$ cat src/rtl/dragon_length_scheduler_pkg.sv
// Shared definitions for the dragon length scheduler and the segment datapath.
// Holds command codes, FSM encodings, widths and the length limits.
package dragon_pkg;

    localparam int unsigned CNT_W  = 6;
    localparam int unsigned LEN_W  = 3;
    localparam int unsigned PEND_W = 3;

    localparam int unsigned MAX_LEN_DEF = 7;
    localparam int unsigned MIN_LEN_DEF = 1;

    localparam logic [1:0] CMD_NONE   = 2'b00;
    localparam logic [1:0] CMD_GROW   = 2'b01;
    localparam logic [1:0] CMD_SHRINK = 2'b10;

    localparam logic [1:0] ST_IDLE  = 2'd0;
    localparam logic [1:0] ST_GRANT = 2'd1;
    localparam logic [1:0] ST_GAP   = 2'd2;

    // Saturating request counter update; a simultaneous inc and dec cancel out.
    function automatic logic [PEND_W-1:0] pend_next(input logic [PEND_W-1:0] cur,
                                                    input logic inc,
                                                    input logic dec);
        logic [PEND_W-1:0] nxt;
        nxt = cur;
        if (inc && !dec && (cur != '1)) begin
            nxt = cur + PEND_W'(1);
        end else if (dec && !inc) begin
            nxt = cur - PEND_W'(1);
        end
        return nxt;
    endfunction

endpackage

$ cat src/rtl/dragon_length_scheduler_if.sv
// Game-event / datapath bus of the dragon length scheduler.
// The master side is the game logic, the slave side is the scheduler.
interface dragon_length_scheduler_if;
    import dragon_pkg::*;

    logic                vsync;
    logic                en;
    logic                grow_req;
    logic                shrink_req;
    logic [1:0]          States;
    logic [CNT_W-1:0]    movement_counter;
    logic                move_tick;
    logic [LEN_W-1:0]    dragon_len;
    logic [PEND_W-1:0]   pend_grow;
    logic [PEND_W-1:0]   pend_shrink;
    logic                drop_pulse;
    logic                dead;

    modport master (
        output vsync, en, grow_req, shrink_req,
        input  States, movement_counter, move_tick, dragon_len,
               pend_grow, pend_shrink, drop_pulse, dead
    );

    modport slave (
        input  vsync, en, grow_req, shrink_req,
        output States, movement_counter, move_tick, dragon_len,
               pend_grow, pend_shrink, drop_pulse, dead
    );

endinterface

$ cat src/rtl/dragon_length_scheduler_frame_tick_gen.sv
// vsync synchronizer, frame edge detect and wrapping movement counter.
// Reusable by every mover that steps on the frame-derived movement period.
module frame_tick_gen
    import dragon_pkg::*;
#(
    parameter int unsigned MOVE_PERIOD = 20
) (
    input  logic             clk,
    input  logic             reset,
    input  logic             vsync_i,
    input  logic             en_i,
    input  logic             restart_i,
    output logic [CNT_W-1:0] movement_counter_o,
    output logic             move_tick_o
);

    logic             sync1_q, sync2_q, edge_q;
    logic [CNT_W-1:0] cnt_q, cnt_d;
    logic             tick_q, tick_d;
    logic             frame_tick;

    assign frame_tick = sync2_q & ~edge_q;

    always_comb begin
        cnt_d  = cnt_q;
        tick_d = 1'b0;
        if (restart_i) begin
            cnt_d = '0;
        end else if (en_i && frame_tick) begin
            if (cnt_q == CNT_W'(MOVE_PERIOD)) begin
                cnt_d  = '0;
                tick_d = 1'b1;
            end else begin
                cnt_d = cnt_q + CNT_W'(1);
            end
        end
    end

    always_ff @(posedge clk or posedge reset) begin
        if (reset) begin
            sync1_q <= 1'b0;
            sync2_q <= 1'b0;
            edge_q  <= 1'b0;
            cnt_q   <= '0;
            tick_q  <= 1'b0;
        end else begin
            sync1_q <= vsync_i;
            sync2_q <= sync1_q;
            edge_q  <= sync2_q;
            cnt_q   <= cnt_d;
            tick_q  <= tick_d;
        end
    end

    assign movement_counter_o = cnt_q;
    assign move_tick_o        = tick_q;

endmodule

$ cat src/rtl/dragon_length_scheduler.sv
// Arbitrates grow/shrink game events into one datapath command per movement step
// and tracks the committed dragon body length.
module dragon_length_scheduler
    import dragon_pkg::*;
#(
    parameter int unsigned MOVE_PERIOD = 20,
    parameter int unsigned MAX_LEN     = MAX_LEN_DEF,
    parameter int unsigned MIN_LEN     = MIN_LEN_DEF,
    parameter int unsigned INIT_LEN    = 1,
    parameter int unsigned GAP_CYCLES  = 2
) (
    input  logic                     clk,
    input  logic                     reset,
    dragon_length_scheduler_if.slave bus
);

    localparam int unsigned GAP_W = (GAP_CYCLES > 1) ? $clog2(GAP_CYCLES) : 1;

    logic              en_q, en_rise;
    logic [1:0]        state_q, state_d;
    logic [GAP_W-1:0]  gap_q, gap_d;
    logic              rr_last_q, rr_last_d;       // 1: last round-robin winner was shrink
    logic              sel_shrink_q, sel_shrink_d;
    logic [PEND_W-1:0] pg_q, pg_d, ps_q, ps_d;
    logic [LEN_W-1:0]  len_q, len_d;
    logic [1:0]        cmd_q, cmd_d;
    logic              drop_q, drop_d, dead_q, dead_d;
    logic              move_tick;
    logic [CNT_W-1:0]  movement_counter;
    logic              inc_g, inc_s, dec_g, dec_s, sel;

    assign en_rise = bus.en & ~en_q;

    frame_tick_gen #(
        .MOVE_PERIOD(MOVE_PERIOD)
    ) u_frame_tick_gen (
        .clk                (clk),
        .reset              (reset),
        .vsync_i            (bus.vsync),
        .en_i               (bus.en),
        .restart_i          (en_rise),
        .movement_counter_o (movement_counter),
        .move_tick_o        (move_tick)
    );

    // The grant decision is taken on move_tick so States is registered in the GRANT cycle;
    // the pending counter is consumed at the end of GRANT.
    always_comb begin
        state_d      = state_q;
        gap_d        = gap_q;
        rr_last_d    = rr_last_q;
        sel_shrink_d = sel_shrink_q;
        pg_d         = pg_q;
        ps_d         = ps_q;
        len_d        = len_q;
        cmd_d        = CMD_NONE;
        drop_d       = 1'b0;
        dead_d       = dead_q;
        inc_g        = bus.grow_req & ~dead_q;
        inc_s        = bus.shrink_req & ~dead_q;
        dec_g        = 1'b0;
        dec_s        = 1'b0;
        sel          = 1'b0;

        if (!bus.en) begin
            state_d = ST_IDLE;
            gap_d   = '0;
            pg_d    = '0;
            ps_d    = '0;
            if (en_q) begin
                dead_d = 1'b0;
            end
        end else begin
            if (en_rise) begin
                len_d  = LEN_W'(INIT_LEN);
                dead_d = 1'b0;
            end
            case (state_q)
                ST_IDLE: begin
                    if (move_tick && !dead_q && ((pg_q != '0) || (ps_q != '0))) begin
                        if ((pg_q != '0) && (ps_q != '0)) begin
                            sel       = ~rr_last_q;
                            rr_last_d = sel;
                        end else begin
                            sel = (ps_q != '0);
                        end
                        sel_shrink_d = sel;
                        state_d      = ST_GRANT;
                        if (!sel) begin
                            if (len_q < LEN_W'(MAX_LEN)) begin
                                cmd_d = CMD_GROW;
                                len_d = len_q + LEN_W'(1);
                            end else begin
                                drop_d = 1'b1;
                            end
                        end else if (len_q > LEN_W'(MIN_LEN)) begin
                            cmd_d = CMD_SHRINK;
                            len_d = len_q - LEN_W'(1);
                        end else begin
                            drop_d = 1'b1;
                            dead_d = 1'b1;
                        end
                    end
                end
                ST_GRANT: begin
                    dec_g   = ~sel_shrink_q;
                    dec_s   = sel_shrink_q;
                    gap_d   = '0;
                    state_d = dead_q ? ST_IDLE : ST_GAP;
                end
                ST_GAP: begin
                    if (gap_q == GAP_W'(GAP_CYCLES - 1)) begin
                        state_d = ST_IDLE;
                    end else begin
                        gap_d = gap_q + GAP_W'(1);
                    end
                end
                default: begin
                    state_d = ST_IDLE;
                end
            endcase
            pg_d = pend_next(pg_q, inc_g, dec_g);
            ps_d = pend_next(ps_q, inc_s, dec_s);
        end
    end

    always_ff @(posedge clk or posedge reset) begin
        if (reset) begin
            en_q         <= 1'b0;
            state_q      <= ST_IDLE;
            gap_q        <= '0;
            rr_last_q    <= 1'b1;
            sel_shrink_q <= 1'b0;
            pg_q         <= '0;
            ps_q         <= '0;
            len_q        <= LEN_W'(INIT_LEN);
            cmd_q        <= CMD_NONE;
            drop_q       <= 1'b0;
            dead_q       <= 1'b0;
        end else begin
            en_q         <= bus.en;
            state_q      <= state_d;
            gap_q        <= gap_d;
            rr_last_q    <= rr_last_d;
            sel_shrink_q <= sel_shrink_d;
            pg_q         <= pg_d;
            ps_q         <= ps_d;
            len_q        <= len_d;
            cmd_q        <= cmd_d;
            drop_q       <= drop_d;
            dead_q       <= dead_d;
        end
    end

    assign bus.States           = cmd_q;
    assign bus.movement_counter = movement_counter;
    assign bus.move_tick        = move_tick;
    assign bus.dragon_len       = len_q;
    assign bus.pend_grow        = pg_q;
    assign bus.pend_shrink      = ps_q;
    assign bus.drop_pulse       = drop_q;
    assign bus.dead             = dead_q;

endmodule
$ cat src/flat_wrapper.sv
// flat-port wrapper written by rule: the top's interface ports become plain ports
module dragon_length_scheduler_flat import dragon_pkg::*;
#(
    parameter int unsigned MOVE_PERIOD = 20,
    parameter int unsigned MAX_LEN     = MAX_LEN_DEF,
    parameter int unsigned MIN_LEN     = MIN_LEN_DEF,
    parameter int unsigned INIT_LEN    = 1,
    parameter int unsigned GAP_CYCLES  = 2
)
  (clk, reset, bus_vsync, bus_en, bus_grow_req, bus_shrink_req, bus_States, bus_movement_counter, bus_move_tick, bus_dragon_len, bus_pend_grow, bus_pend_shrink, bus_drop_pulse, bus_dead);
  dragon_length_scheduler_if bus_i ();
  input  logic clk;
  input  logic reset;
  input wire logic [$bits(bus_i.vsync)-1:0] bus_vsync;
  input wire logic [$bits(bus_i.en)-1:0] bus_en;
  input wire logic [$bits(bus_i.grow_req)-1:0] bus_grow_req;
  input wire logic [$bits(bus_i.shrink_req)-1:0] bus_shrink_req;
  output wire logic [$bits(bus_i.States)-1:0] bus_States;
  output wire logic [$bits(bus_i.movement_counter)-1:0] bus_movement_counter;
  output wire logic [$bits(bus_i.move_tick)-1:0] bus_move_tick;
  output wire logic [$bits(bus_i.dragon_len)-1:0] bus_dragon_len;
  output wire logic [$bits(bus_i.pend_grow)-1:0] bus_pend_grow;
  output wire logic [$bits(bus_i.pend_shrink)-1:0] bus_pend_shrink;
  output wire logic [$bits(bus_i.drop_pulse)-1:0] bus_drop_pulse;
  output wire logic [$bits(bus_i.dead)-1:0] bus_dead;
  assign bus_i.vsync = bus_vsync;
  assign bus_i.en = bus_en;
  assign bus_i.grow_req = bus_grow_req;
  assign bus_i.shrink_req = bus_shrink_req;
  assign bus_States = bus_i.States;
  assign bus_movement_counter = bus_i.movement_counter;
  assign bus_move_tick = bus_i.move_tick;
  assign bus_dragon_len = bus_i.dragon_len;
  assign bus_pend_grow = bus_i.pend_grow;
  assign bus_pend_shrink = bus_i.pend_shrink;
  assign bus_drop_pulse = bus_i.drop_pulse;
  assign bus_dead = bus_i.dead;
  dragon_length_scheduler #(.MOVE_PERIOD(MOVE_PERIOD), .MAX_LEN(MAX_LEN), .MIN_LEN(MIN_LEN), .INIT_LEN(INIT_LEN), .GAP_CYCLES(GAP_CYCLES)) u_core (.clk(clk), .reset(reset), .bus(bus_i));
endmodule
$ cat config.mk
export PLATFORM = sky130hd
export DESIGN_NAME = dragon_length_scheduler_flat
export DESIGN_NICKNAME = d
export VERILOG_FILES = /design/src/rtl/dragon_length_scheduler_pkg.sv /design/src/rtl/dragon_length_scheduler_if.sv /design/src/rtl/dragon_length_scheduler_frame_tick_gen.sv /design/src/rtl/dragon_length_scheduler.sv /design/src/flat_wrapper.sv
export SDC_FILE = /design/constraint.sdc
export NUM_CORES = 1
export LEC_CHECK = 0
export CORE_MARGIN = 3
export CORE_UTILIZATION = 40
export DETAILED_ROUTE_END_ITERATION = 10
export GPL_ROUTABILITY_DRIVEN = 0
export PLACE_DENSITY_LB_ADDON = 0.1
export SETUP_SLACK_MARGIN = 0.5
export SKIP_CTS_REPAIR_TIMING = 1
export SYNTH_ARGS = -nofsm -noshare
export SYNTH_HDL_FRONTEND = slang
export SYNTH_SLANG_ARGS = --single-unit
$ cat constraint.sdc
create_clock -name clk -period 4.9 [get_ports clk]
set_clock_uncertainty 0.15 [all_clocks]
set_input_delay 1.47 -clock clk [delete_from_list [all_inputs] [get_ports clk]]
set_output_delay 1.47 -clock clk [all_outputs]
set_load 0.005 [all_outputs]
==> out/metrics.yaml, run 1 <==
status:
  status: "finished clean"
yosys:
  syn-num-nets: 167
  ys_seq_area_frac: 0.473
  synth_area_leaders: "dfrtp_1 (44%), nor2_1 (4.6%), ha_1 (4.1%)"
  syn_inst: 154
  synth_area_um2: 1540
  yosys.cell_types.count: 47
  yosys_warnings: 0
  netlist.area_leader.share: 0.439
  yosysMostFrequentCell: "dfrtp_1"
  synth_seq_cells: 29
  synth_edf_count: 0
  ys.flop_type: "dfrtp_1"
  syn_area_per_cell_um2: 10.0
  synth_largest_area_cell: "dfrtp_1"
  synth-async-reset-ratio: 1.00
  yosys-top-cells-count: "dfrtp_1 (27), nor2_1 (19), inv_1 (12)"
placement:
  io_buffers: 25
  hpwl_mm: 2.16
  pre_cts_ws_ns: 1.48
worst_setup_path:
  crit_type: "in -> reg"
  crit_chain: "clkdlybuf4s50_1, nor2b_1, o21ai_0, nor2_1, fa_1, and2_1, o311a_1"
  start_kind: "primary input"
  reg2reg_depth: 6
  slowest_stage: "fa_1"
  worstPathMaxFanout: 4
  slowest_delay_ns: 0.41
  crit_cells: 7
  arrival_ns: 3.14
  cp-end-kind: "flip-flop"
  worstPathRequired_ns: 4.91
  cp.buffers_inverters: 1
  cpLargestDelayFamily: "compound AO/OA/AOI/OAI gates"
floorplanning:
  coreArea_um2: 3520
  io_pins: 26
  rows: 21
  die_w_um: 68.1
  die_area_um2: 4630
  start_util: 0.437
  fp.dieH_um: 68.1
power_and_ir_drop:
  p_total_mw: 0.545
  p_per_area_nw_per_um2: 282
  p_clk_frac: 0.365
  internal-power_mw: 0.403
  ir_drop_uv: 158
  p_leak_nw: 0.832
  swShare: 0.259
  sequentialPowerShare: 0.484
  combPwrFrac: 0.151
  p_sw_mw: 0.141
sta:
  worst_slack_ns: 1.76
  timing.final.crit_share: 0.640
  setup_viol: 0
  rsz0062_at_grt: "no"
  tightest_slew_ns: 1.09
  fmax_mhz: 319
  period_minus_slack_ns: 3.14
  hold_viol: 0
  drv_slew: 0
  relSlewSlack: 0.275
  tns_ns: 0
cts:
  cts_buffers: 5
  worstSkewPairLatency_ns: 0.27
  clk_pin_slew_ns: 0.06
  htree_num_levels: 2
  cts.sinks: 29
  cts_tree: "yes"
  clk_path_buf_depth: 2
  cts_root_buf: "clkbuf_8"
finish:
  fillerInstances: 317
  nets: 197
  n_antenna_cell: 0
  syn2layout_area_growth_pct: 25.3
  layout-drive-gt1-share: 0.0919
route:
  via_per_inst: 5.06
  drc: 0
  totalWireLength_mm: 2.92
  wire_per_inst_um: 12.6
  vias: 1170
  drt_iter0_markers: 24
  first_pass_iters: 4
  final_antenna_net_count: 0
grt:
  grt_antenna_before_repair: 0
  grt_pass1_wl_mm: 5.00
  grt-ovfl-total: 0
  grt_max_degree: 30
  grt_pass1_vias: 1123
  track_usage: 0.146
job:
  max-cap-violations: 0
min_path:
  hold_depth: 0
  hold_class: "reg -> reg"
[logic make-up (layout without fill, tap and decap cells)]
group / Yosys count / after routing / share of synthesized area
AOI/OAI and AO/OA: 32 / 32 / 0.157
muxes: 2 / 2 / 0.0138
xor gates and xnor gates: 10 / 10 / 0.0569
and+or+nand+nor: 57 / 57 / 0.192
adders and majority gates: 7 / 7 / 0.0666
buffers and inverters: 17 / 48 / 0.0414
DFF: 29 / 29 / 0.473
[registers in the layout (all words and copies together) (netlist names), 2 cells and up]
name	count
u_core.bus.States	2
u_core.bus.pend_shrink	3
u_core.state_q	2
u_core.u_frame_tick_gen.movement_counter_o	6
u_core.bus.pend_grow	3
u_core.bus.dragon_len	3
[worst reg2reg max path, stage by stage, from the launching register on]
cell	delay (ns)
dfrtp_1	0.41
nand2b_1	0.19
o21ai_0	0.36
nor2_1	0.12
fa_1	0.41
and2_1	0.17
o311a_1	0.28
[final cells by class]
class | instances | area [um2] | area share
Inverter | 15 | 56.3 | 0.0292
Tap cell | 46 | 57.6 | 0.0298
Multi-Input combinational cell | 108 | 748 | 0.388
Timing Repair Buffer | 25 | 250 | 0.130
Clock buffer | 8 | 90.1 | 0.0467
Sequential cell | 29 | 728 | 0.377
[layout by cell type (no fill, tap or decap), types with 5 or more instances in the layout]
cell type / synthesis / routed
dfrtp_1: 27 / 27
nor2_1: 19 / 19
clkdlybuf4s50_1: 0 / 25
inv_1: 12 / 12
xor2_1: 6 / 6
nand2_1: 11 / 11
nor3_1: 5 / 5
o21ai_0: 9 / 9
ha_1: 5 / 5
clkbuf_8: 0 / 6
[metrics by stage]
step	instance area, um2	hold WS [ns]	cells	utilization
2_1_floorplan	1540	0.181	154	-
4_1_cts	1930	0.205	231	0.548
3_3_place_gp	1840	0.193	223	0.523
3_5_place_dp	1840	0.189	223	0.523
5_1_grt	1930	0.208	231	0.548
6_report	1930	0.203	231	0.548
[per-layer routing]
metal / vias to the layer above / routed length, um / track usage
li1: 588 / - / -
met1: 556 / 1430 / 0.194
met2: 22 / 1340 / 0.220
met3: 4 / 123 / 0.0443
met4: 0 / 30 / 0.0596
met5: - / 0 / 0
[power by group through the flow]
stage	combinational (mW)	clock [mW]	sequential (mW)
2_1_floorplan	0.0551	0	0.264
4_1_cts	0.0841	0.206	0.264
3_3_place_gp	0.0828	0	0.267
3_5_place_dp	0.0832	0	0.268
5_1_grt	0.0943	0.217	0.265
6_report	0.0825	0.199	0.264
[path summary, 6_finish.rpt]
kind	startpoint	endpoint	slack, ns
setup / recovery	bus_grow_req	u_core.bus.pend_grow[2]	1.76
hold / removal	u_core.u_frame_tick_gen.sync1_q	u_core.u_frame_tick_gen.sync2_q	0.20
setup reg to reg	u_core.state_q[1]	u_core.bus.pend_grow[2]	2.70
hold reg to reg	u_core.u_frame_tick_gen.sync1_q	u_core.u_frame_tick_gen.sync2_q	0.20
max in group asynchronous	reset	u_core.bus.pend_grow[0]	2.33
min in group asynchronous	reset	u_core.bus.pend_shrink[2]	1.62
Note: power is estimated with default switching activity, not from simulation.
==> run 2: changes to the inputs <==
==> constraint.sdc (replaced) <==
create_clock -name clk -period 2.6 [get_ports clk]
set_clock_uncertainty 0.15 [all_clocks]
set_input_delay 0.78 -clock clk [delete_from_list [all_inputs] [get_ports clk]]
set_output_delay 0.78 -clock clk [all_outputs]
set_load 0.005 [all_outputs]
==> run 2 against run 1 <==
Compared with the run above:
- routed wire length is 18% higher
- non-clock buffer count up 25
- hold slack better by 0.0025 ns
- register-to-register slack worse by 2.1 ns
- total power increased by 98%
- cell count rose by 11%
- largest power group unchanged
==> out/metrics.yaml, run 2 (synthesized netlist as in run 1, its figures left out) <==
min_path:
  hold_class: "reg -> reg"  # unchanged
  holdPathEnd: "u_core.u_frame_tick_gen.sync2_q"  # unchanged
  hold_depth: 0  # unchanged
  worstHoldStart: "u_core.u_frame_tick_gen.sync1_q"  # unchanged
finish:
  n_antenna_cell: 0  # unchanged
  layout-drive-gt1-share: 0.310  # was 0.0919
  final_common_cell: "buf_4"  # was dfrtp_1
  syn2layout_area_growth_pct: 45.0  # was 25.3%
  fin_area_um2: 2230  # was 1930 um2
  nets: 222  # was 197
  layout.cells.non_filler: 256  # was 231
  layout_common_cells: "buf_4 (25), dfrtp_1 (19), nor2_1 (18)"  # was dfrtp_1 (27), clkdlybuf4s50_1 (25), nor2_1 (19)
  largest_reg_flops: 6  # unchanged
grt:
  track_usage: 0.155  # was 0.146
  grt_pass1_wl_mm: 5.37  # was 5.00 mm
  grt_antenna_before_repair: 0  # unchanged
  grt_max_degree: 30  # unchanged
  grt-ovfl-total: 0  # unchanged
  grt_pass1_vias: 1241  # was 1123
route:
  final_antenna_net_count: 0  # unchanged
  wire_per_inst_um: 13.5  # was 12.6 um
  first_pass_iters: 4  # unchanged
  totalWireLength_mm: 3.46  # was 2.92 mm
  via_per_inst: 5.07  # was 5.06
  drc: 0  # unchanged
  drt_iter0_markers: 50  # was 24
  vias: 1298  # was 1170
cts:
  htree_num_levels: 2  # unchanged
  cts_buffers: 5  # unchanged
  cts_tree: "yes"  # unchanged
  cts_root_buf: "clkbuf_8"  # unchanged
  worstSkewPairLatency_ns: 0.27  # about the same
  clk_path_buf_depth: 2  # unchanged
  clk_pin_slew_ns: 0.06  # about the same
  cts.sinks: 29  # unchanged
sta:
  drv_slew: 0  # unchanged
  relSlewSlack: 0.725  # was 0.275
  fmax_mhz: 444
  hold_ws_ns: 0.205  # was 0.203 ns
  tightest_slew_ns: 0.408  # was 1.09 ns
  hold_viol: 0  # unchanged
  timing.final.crit_share: 0.867
  tns_ns: 0  # unchanged
  setup_viol: 0  # unchanged
  rsz0062_at_grt: "yes"  # was no
  period_minus_slack_ns: 2.25
floorplanning:
  fp.dieH_um: 68.1  # unchanged
  io_pins: 26  # unchanged
  start_util: 0.437  # unchanged
  die_w_um: 68.1  # unchanged
  rows: 21  # unchanged
  die_area_um2: 4630  # unchanged
  coreArea_um2: 3520  # unchanged
placement:
  io_buffers: 25  # unchanged
  dp.cells: 226  # was 223
  hpwl_mm: 2.31  # was 2.16 mm
  place_area_um2: 1880  # was 1840 um2
power_and_ir_drop:
  p_leak_nw: 1.21  # was 0.832 nW
  ir_drop_uv: 269  # was 158 uV
  p_per_area_nw_per_um2: 483  # was 282 nW/um2
worst_setup_path:
  crit_type: "reg -> out"  # was in -> reg
  worstPathRequired_ns: 1.67  # was 4.91 ns
  slowest_stage: "dfstp_2"  # was fa_1
  r2r_end: "u_core.bus.pend_grow[2]"  # unchanged
  reg2reg_depth: 6  # unchanged
  cp.buffers_inverters: 1  # unchanged
  ff2ff_setup_slack_ns: 0.61  # was 2.70 ns
  start_kind: "flip-flop"  # was primary input
  cp-end-kind: "primary output"  # was flip-flop
  arrival_ns: 1.32  # was 3.14 ns
  slowest_delay_ns: 0.55  # was 0.41 ns
  worstPathMaxFanout: 4  # unchanged
  crit_chain: "clkdlybuf4s50_1"  # was clkdlybuf4s50_1, nor2b_1, o21ai_0, nor2_1, fa_1, and2_1, o311a_1
  cpLargestDelayFamily: "flip-flops"  # was compound AO/OA/AOI/OAI gates
  rr_startpoint: "u_core.state_q[1]"  # unchanged
status:
  status: "finished clean"  # unchanged
job:
  max-cap-violations: 0  # unchanged
run 2: changes by cell type in the layout (fill, tap and decap cells not counted), sizes merged:
cell and change:
dlymetal6s2s +16, clkdlybuf4s50 -16, clkinv -1, clkinvlp +1
buf +25
run 2: worst register-to-register path, cell delays in order (launching register included):
cell	delay (ns)
dfrtp_1	0.42
nand2b_1	0.23
o21ai_4	0.20
nor2_2	0.07
fa_2	0.37
and2_4	0.16
o311a_1	0.28
run 2: final cells by class:
class,count,area (um2)
timing repair buffer,50,478
sequential,29,738
multi-input combinational,108,810
fill,285,1290
tap,46,57.6
inverter,15,60.1
clock buffer,8,90.1
run 2: where the power goes:
part | internal, mW | total, mW | switching, mW
logic | 0.105 | 0.214 | 0.109
registers | 0.471 | 0.488 | 0.0162
clock network | 0.215 | 0.376 | 0.161
run 2: per-layer routing:
layer	wire length [um]	vias up	global-route usage
li1	-	637	-
met1	1530	629	0.191
met2	1730	25	0.253
met3	133	7	0.0312
met4	66	0	0.0819
met5	0	-	0
run 2: how the worst max path moves through the flow:
stage | cells after the start | slack, ns | startpoint | endpoint
floorplan | 6 | 0.48 | bus_grow_req | u_core.bus.pend_grow[2]
global placement | 7 | 0.05 | bus_grow_req | u_core.bus.pend_grow[2]
detailed placement | 7 | -0.01 | bus_grow_req | u_core.bus.pend_grow[2]
CTS | 1 | 0.25 | u_core.bus.dragon_len[0] | bus_dragon_len[0]
global route | 1 | 0.31 | u_core.bus.dragon_len[0] | bus_dragon_len[0]
finish | 1 | 0.35 | u_core.bus.dragon_len[0] | bus_dragon_len[0]
run 2: per-stage QoR:
stage / setup WS [ns] / total power, mW / utilization
final: 0.345 / 1.08 / 0.634
after global routing: 0.310 / 1.13 / 0.634
after CTS: 0.248 / 1.05 / 0.561
after detailed placement: -0.00979 / 0.672 / 0.535
after global placement: 0.0538 / 0.667 / 0.535
after floorplan: 0.479 / 0.604 / -
==> run 3: changes to the inputs <==
--- a/config.mk
+++ b/config.mk
@@ -5,6 +5,7 @@
 export SDC_FILE = /design/constraint.sdc
 export NUM_CORES = 1
 export LEC_CHECK = 0
+export ABC_CLOCK_PERIOD_IN_PS = 2600
 export CORE_MARGIN = 3
 export CORE_UTILIZATION = 40
 export DETAILED_ROUTE_END_ITERATION = 10
==> results of run 3 <==
No change in the layout: final DEF, timing and power equal those of run 2.
